## config.mk

```make
export PLATFORM = sky130hd
export DESIGN_NAME = sn74hc165_reader
export DESIGN_NICKNAME = d
export VERILOG_FILES = /design/src/rtl/sn74hc165_reader.sv
export SDC_FILE = /design/constraint.sdc
export NUM_CORES = 1
export LEC_CHECK = 0
export CAP_MARGIN = 20
export CORE_MARGIN = 2
export CORE_UTILIZATION = 54
export DETAILED_ROUTE_END_ITERATION = 7
export PLACE_DENSITY = 0.78
export SYNTH_ARGS = -nofsm -noshare
export SYNTH_HDL_FRONTEND = slang
export SYNTH_SLANG_ARGS = --single-unit
```

## constraint.sdc

```tcl
create_clock -name clk -period 2.75 [get_ports clk]
set_input_delay 0.55 -clock clk [delete_from_list [all_inputs] [get_ports clk]]
set_output_delay 0.55 -clock clk [all_outputs]
set_load 0.005 [all_outputs]
```

## src/rtl/sn74hc165_reader.sv

```systemverilog
// Scans an SN74HC165 chain: load pulse, N_BITS shifted samples, registered word and edge pulses.
// Define SN74HC165_DEBOUNCE_EN to require DEB_SCANS agreeing scans before a bit of o_buf flips.
module sn74hc165_reader #(
    parameter int N_BITS      = 8,
    parameter int CLK_DIV     = 12,
    parameter int SCAN_PERIOD = 24000,
    parameter int DEB_SCANS   = 4
) (
    input  logic              clk,
    input  logic              rst_n,
    input  logic              SN74HC165_data,
    output logic              SN74HC165_load_n,
    output logic              SN74HC165_data_clk,
    output logic [N_BITS-1:0] o_buf,
    output logic              o_valid,
    output logic [N_BITS-1:0] o_fall_pulse,
    output logic [N_BITS-1:0] o_rise_pulse
);
    localparam int PHASE_MAX = (CLK_DIV > SCAN_PERIOD) ? CLK_DIV : SCAN_PERIOD;
    localparam int PW = (PHASE_MAX > 1) ? $clog2(PHASE_MAX) : 1;
    localparam int BW = (N_BITS > 1) ? $clog2(N_BITS) : 1;
    localparam logic [PW-1:0] DIV_LAST  = PW'(CLK_DIV - 1);
    localparam logic [PW-1:0] IDLE_LAST = PW'(SCAN_PERIOD - 1);
    localparam logic [BW-1:0] BIT_LAST  = BW'((N_BITS > 1) ? N_BITS - 2 : 0);

    typedef enum logic [2:0] {IDLE, LOAD, SETTLE, SHIFT, DONE} state_t;

    state_t            state;
    logic [PW-1:0]     phase_cnt;
    logic [BW-1:0]     bit_cnt;
    logic [N_BITS-1:0] shreg;
    logic [N_BITS-1:0] sampled;
    logic [N_BITS-1:0] new_buf;
    logic              new_valid;

    assign sampled = N_BITS'({shreg, SN74HC165_data});

`ifdef SN74HC165_DEBOUNCE_EN
    localparam int DW = $clog2(DEB_SCANS + 1);
    logic [DW-1:0] deb_cnt  [N_BITS];
    logic [DW-1:0] deb_next [N_BITS];

    // A bit flips on the scan where its disagreement streak reaches DEB_SCANS.
    always_comb begin
        new_buf = o_buf;
        for (int i = 0; i < N_BITS; i++) begin
            deb_next[i] = '0;
            if (shreg[i] != o_buf[i]) begin
                if (deb_cnt[i] == DW'(DEB_SCANS - 1))
                    new_buf[i] = shreg[i];
                else
                    deb_next[i] = deb_cnt[i] + DW'(1);
            end
        end
        new_valid = (new_buf != o_buf);
    end
`else
    always_comb begin
        new_buf   = shreg;
        new_valid = 1'b1;
    end
`endif

    // SHIFT uses the registered data_clk level to tell its high half from its low half.
    always_ff @(posedge clk or negedge rst_n) begin
        if (!rst_n) begin
            state              <= IDLE;
            phase_cnt          <= '0;
            bit_cnt            <= '0;
            shreg              <= '0;
            SN74HC165_load_n   <= 1'b1;
            SN74HC165_data_clk <= 1'b0;
            o_buf              <= '1;
            o_valid            <= 1'b0;
            o_fall_pulse       <= '0;
            o_rise_pulse       <= '0;
`ifdef SN74HC165_DEBOUNCE_EN
            for (int i = 0; i < N_BITS; i++) deb_cnt[i] <= '0;
`endif
        end else begin
            o_valid      <= 1'b0;
            o_fall_pulse <= '0;
            o_rise_pulse <= '0;
            case (state)
                IDLE: begin
                    if (phase_cnt == IDLE_LAST) begin
                        phase_cnt        <= '0;
                        SN74HC165_load_n <= 1'b0;
                        state            <= LOAD;
                    end else begin
                        phase_cnt <= phase_cnt + PW'(1);
                    end
                end
                LOAD: begin
                    if (phase_cnt == DIV_LAST) begin
                        phase_cnt        <= '0;
                        SN74HC165_load_n <= 1'b1;
                        state            <= SETTLE;
                    end else begin
                        phase_cnt <= phase_cnt + PW'(1);
                    end
                end
                SETTLE: begin
                    if (phase_cnt == DIV_LAST) begin
                        phase_cnt <= '0;
                        bit_cnt   <= '0;
                        shreg     <= sampled;
                        if (N_BITS > 1) begin
                            SN74HC165_data_clk <= 1'b1;
                            state              <= SHIFT;
                        end else begin
                            state <= DONE;
                        end
                    end else begin
                        phase_cnt <= phase_cnt + PW'(1);
                    end
                end
                SHIFT: begin
                    if (phase_cnt == DIV_LAST) begin
                        phase_cnt <= '0;
                        if (SN74HC165_data_clk) begin
                            SN74HC165_data_clk <= 1'b0;
                        end else begin
                            shreg <= sampled;
                            if (bit_cnt == BIT_LAST) begin
                                state <= DONE;
                            end else begin
                                bit_cnt            <= bit_cnt + BW'(1);
                                SN74HC165_data_clk <= 1'b1;
                            end
                        end
                    end else begin
                        phase_cnt <= phase_cnt + PW'(1);
                    end
                end
                DONE: begin
                    o_buf        <= new_buf;
                    o_valid      <= new_valid;
                    o_fall_pulse <= o_buf & ~new_buf;
                    o_rise_pulse <= ~o_buf & new_buf;
`ifdef SN74HC165_DEBOUNCE_EN
                    deb_cnt <= deb_next;
`endif
                    state <= IDLE;
                end
                default: state <= IDLE;
            endcase
        end
    end
endmodule
```

; ---- Yosys cells after proc, flatten, opt, wreduce, memory -nomap -nowiden
; Index checks and enable logic that the tools add are counted.
[word_totals]
ff_bits = 56
inputBits = 3
out_inout_bits = 27
elab_cells = 69
[classes]
add_sub_neg = 2
n_eq_ne = 14
mux = 29
bitwise = 4
reduce_logical = 10
[op_table]
columns = cell, n
row1 = 8-bit two-way mux, 5
row2 = 15-bit two-way mux, 2
row3 = 3-bit two-way mux, 10
row4 = 15-bit case mux with 2 select lines, 1
row5 = 8-bit AND, 2
row6 = 8-bit NOT, 2
row7 = 8-bit case mux with 2 select lines, 1
row8 = 15-bit by 1-bit adder with 15-bit output (second input constant), 1
row9 = 15-bit equality test (second input constant), 1
row10 = 15-bit by 4-bit equality test with 1-bit output (second input constant), 1
row11 = 2-bit != test (second input constant), 7
row12 = 3-bit case mux with 4 select lines, 1
row13 = 3-bit by 2-bit equality test with 1-bit output (second input constant), 2
row14 = 3-bit equality test (second input constant), 2
row15 = 1-bit two-way mux, 6
row16 = 3-bit case mux with 2 select lines, 1
row17 = 3-bit AND reduction, 2
row18 = 6-bit AND reduction, 1
row19 = 2-bit nonzero test, 3
row20 = 5-bit AND reduction, 1
row21 = 1-bit case mux with 2 select lines, 2
row22 = 4-bit AND reduction, 1
row23 = 3-bit by 1-bit adder with 3-bit output (second input constant), 1
row24 = 3-bit by 1-bit equality test with 1-bit output (second input constant), 1
row25 = 2 further kinds, 2

; ---- Longest topological paths before layout
[logic_depth]
word_depth = 5
ltp_mapped = 7
ltp_nobuf = 6

; ---- Least setup slack after synthesis
; OpenSTA, ideal clock, no wires.
[synth_path]
kind = reg-to-reg
from = register phase_cnt[4]
to = register shreg[0], in the netlist new_buf[0]
setup_time_ps = 125
t_arrival_ps = 1833
t_required_ps = 2625
path_slack_ps = 792
stages_incl_launch_ff = 8
n_path_buf = 3
synth_period_minus_slack_ps = 1958
cell_sequence = dfrtp_1 clkbuf_1 nor4_1 and4_1 clkbuf_1 and2_1 buf_2 mux2_2
[synth_between]
elab_chain_cells = 3
word_cells_on_any_way = 4
classes_between = eq/ne (3) / reduce/logical (1)
[synth_rtl]
columns = element, line_no
row1 = "start, declared", 29  ; logic [PW-1:0] phase_cnt;
row2 = "start signal, assigned", 91  ; phase_cnt <= phase_cnt + PW'(1);
row3 = "start signal, assigned", 100  ; phase_cnt <= phase_cnt + PW'(1);
row4 = "start signal, assigned", 115  ; phase_cnt <= phase_cnt + PW'(1);
row5 = 15-bit by 4-bit equality test with 1-bit output (*), "104, 119"
row6 = 2-bit != test (no line), n/a
row7 = 4-bit AND reduction (no line) (*), n/a
row8 = "end signal, assigned", 107  ; shreg <= sampled;
row9 = "end signal, assigned", 124  ; shreg <= sampled;
row10 = "end, declared", 31  ; logic [N_BITS-1:0] shreg;
; Mark *: on every way between the ends. The rest lies on a longest branch, timed or not.
; A chain may end at the register's enable or synchronous reset.

; ---- Final worst setup path
[layout_path]
from = register phase_cnt[0]
to = register shreg[6], in the netlist new_buf[6]
; Same word-level chain as after synthesis.

==> impl_metrics.tcl <==
set metrics [dict create \
    seqPwrFrac 0.567 \
    rows 24 \
    vias 1608 \
    antenna_left 0 \
    initial_core_util 0.5575 \
    synth_common_cells "47 x dfrtp_1, 18 x nor3b_1, 16 x mux2_2" \
    track_usage 0.1994 \
    die_x_um 71.05 \
    static-leakage-power_nw 1.236 \
    cts.sinks 56 \
    dp_cells 277 \
    hold_ws_ns 0.1887 \
    powerDensity_nw_per_um2 501.5 \
    synth_area_leaders "dfrtp_1 48%, dfstp_2 9.7%, mux2_2 7.4%, nor3b_1 5.6%, xnor2_1 3.6%" \
    post_cts.repair.setup_buffers 0 \
    seq_area_frac_synth 0.5820 \
    die_y_um 71.05 \
    fin_nets 238 \
    grt_pass1_wl_um 7872 \
    p_int_mw 1.185 \
    p_sw_frac 0.1839 \
    maxCapViolCount 0 \
    vdd_drop_max_uv 351.8 \
    grt_max_degree 26 \
    synth_seq_cells 56 \
    first_pass_iters 4 \
    fin_crit_sh 0.8039 \
    ys_warn_count 0 \
    avgSynthCellArea_um2 12.02 \
    fmax_mhz 452.3 \
    hold_viol 0 \
    wire_per_inst_um 15.51 \
    clkTransAtPathRegs_ns 0.09 \
    clock_latency_ns 0.30 \
    min_path_type "input pin to asynchronous set/reset pin" \
    period_needed_ns 2.211 \
    globalplace.congestion 0.8222 \
    setup_viol 0 \
    clkPwrFrac 0.420 \
    yosysMostFrequentCell "dfrtp_1" \
    die-area_um2 5047 \
    worst-path-max-fanout 10 \
    synth_area_leader_cell "dfrtp_1" \
    critPathCaptureType "flop" \
    h-tree-depth 2 \
    rsz0062_at_grt "no" \
    setup_tns_ns 0 \
    r2r_cells 5 \
    num_antenna_cells 0 \
    antenna_found_initial 0 \
    fill_cells 330 \
    ys_types 43 \
    tritoncts "built" \
    synth-main-ff-cell "dfrtp_1" \
    area_delta_synth_final_pct 19.33 \
    holdBufCountCts 0 \
    cts_root_buf "clkbuf_8" \
    synth_fp_nets 208 \
    synthCells 202 \
    core-area_um2 4354 \
    crit_required_ns 2.94 \
    switchingPower_mw 0.2671 \
    synth_edf_count 0 \
    grt_pass1_vias 1627 \
    cts_buffers 5 \
    critical_path_arrival_ns 2.40 \
    finalPower_mw 1.453 \
    syn_area_um2 2427 \
    drt_iter0_drc 151 \
    ctsLongestPathBuffers 2 \
    grt_overflow_total 0 \
    synth_top_area_share 0.4845 \
    max_slew_margin 0.4381 \
    critPathKind "flop to flop" \
    comb_power_share 0.013 \
    viasPerCell 5.662 \
    drt-total-wl_um 4404 \
    async_reset_ff_frac 1.000 \
    drive_above_1_share 0.1767 \
    route.detailed.drc 0 \
    tightest_slew_ns 0.8408 \
    fin_cells 284 \
    startpoint_type "flop" \
    dp_hpwl_um 2982 \
    io_buffer_count 29 \
    skew_ns 0.005650 \
    cts_resized 0 \
    status "finished, final reports clean" \
    ios 30 \
    drv_slew 0 \
]
==> routing by layer <==
metal	routed length, um	share of wire	global-route usage
met5	0	0	0
met4	36	0.0082	0.06709
met3	211	0.048	0.05556
met2	2059	0.47	0.3063
met1	2096	0.48	0.2768
==> stage by stage <==
stage               worst slack (ns)  area [um2]    util
detailed placement            0.5352        2768  0.6356
finish                        0.5393        2897  0.6652
global route                  0.3488        2897  0.6652
global placement              0.6578        2768  0.6356
CTS                           0.5232        2897  0.6652
floorplan                     0.7925        2427       -
==> critical path, cell delays in order, from the launching register on <==
cell and delay (ns):
dfrtp_1 0.40, ha_1 0.22, nor4bb_1 0.29, and4_1 0.36, and2_1 0.44, mux2_2 0.39
==> layout make-up <==
| type | instances | area [um2] | share of cell area |
|---|---|---|---|
| flip-flops and latches | 56 | 1413 | 0.4877 |
| clock buffers | 5 | 68.82 | 0.02376 |
| repair buffers | 33 | 315.3 | 0.1089 |
| clock inverters | 2 | 60.06 | 0.02073 |
| inverters | 3 | 11.26 | 0.003888 |
| well taps | 52 | 65.06 | 0.02246 |
| multi-input cells | 133 | 963.4 | 0.3326 |
==> cell families after synthesis <==
kind of cell,count (synthesis),share of synthesized area
simple gates,82,0.2026
fa+ha+maj,3,0.01547
buf+inv,13,0.02113
flops,56,0.5820
compound gates,18,0.05310
mux,18,0.08247
xor+xnor,12,0.04330
==> cells in the final DEF (no fill, tap or decap), drive strengths merged, types with 2 or more instances in the layout <==
cell type      instances
a21oi                  2
clkdlybuf4s50         28
nand3                  8
dfrtp                 47
nor3                   7
nor2                  12
and4                   2
dfstp                  9
mux2                  16
nor3b                 18
clkbuf                 5
nor2b                  2
xor2                   2
o21ai                  5
mux2i                  2
nor4                   3
nand2                 11
nand4                  4
or4                    2
buf                    5
ha                     3
a22o                   2
bufinv                 2
nand2b                 2
and3                   2
inv                    3
xnor2                 10
a31oi                  3
==> path summary, 6_finish.rpt <==
check,start,endpoint,slack [ns]
worst max-delay path,phase_cnt[0]$_DFFE_PN0P_,new_buf[6]$_DFFE_PN0P_,0.54
worst min-delay path,rst_n,state[2]$_DFFE_PN0P_,0.19
worst max register to register,phase_cnt[0]$_DFFE_PN0P_,new_buf[6]$_DFFE_PN0P_,0.54
worst min register to register,new_buf[7]$_DFFE_PN0P_,o_fall_pulse[7]$_DFF_PN0_,0.49
max in group asynchronous,rst_n,o_buf[2]$_DFFE_PN1P_,1.85
min in group clk,new_buf[7]$_DFFE_PN0P_,o_fall_pulse[7]$_DFF_PN0_,0.49
==> power groups by stage <==
stage	Clock, mW	Combinational, mW	Sequential, mW
after floorplan	0	0.0000123	0.839
after global routing	0.657	0.0234	0.824
after CTS	0.630	0.0205	0.824
after global placement	0	0.0202	0.839
final	0.610	0.0192	0.823
after detailed placement	0	0.0207	0.839
==> registers in the layout, summed over array words and instances, names as in the netlist <==
register and count:
bit_cnt 3, o_fall_pulse 8, state 3, o_rise_pulse 8, SN74HC165_load_n 1, new_buf 8
SN74HC165_data_clk 1, phase_cnt 15, o_buf 8, o_valid 1
Power figures use the tool's default switching activity.
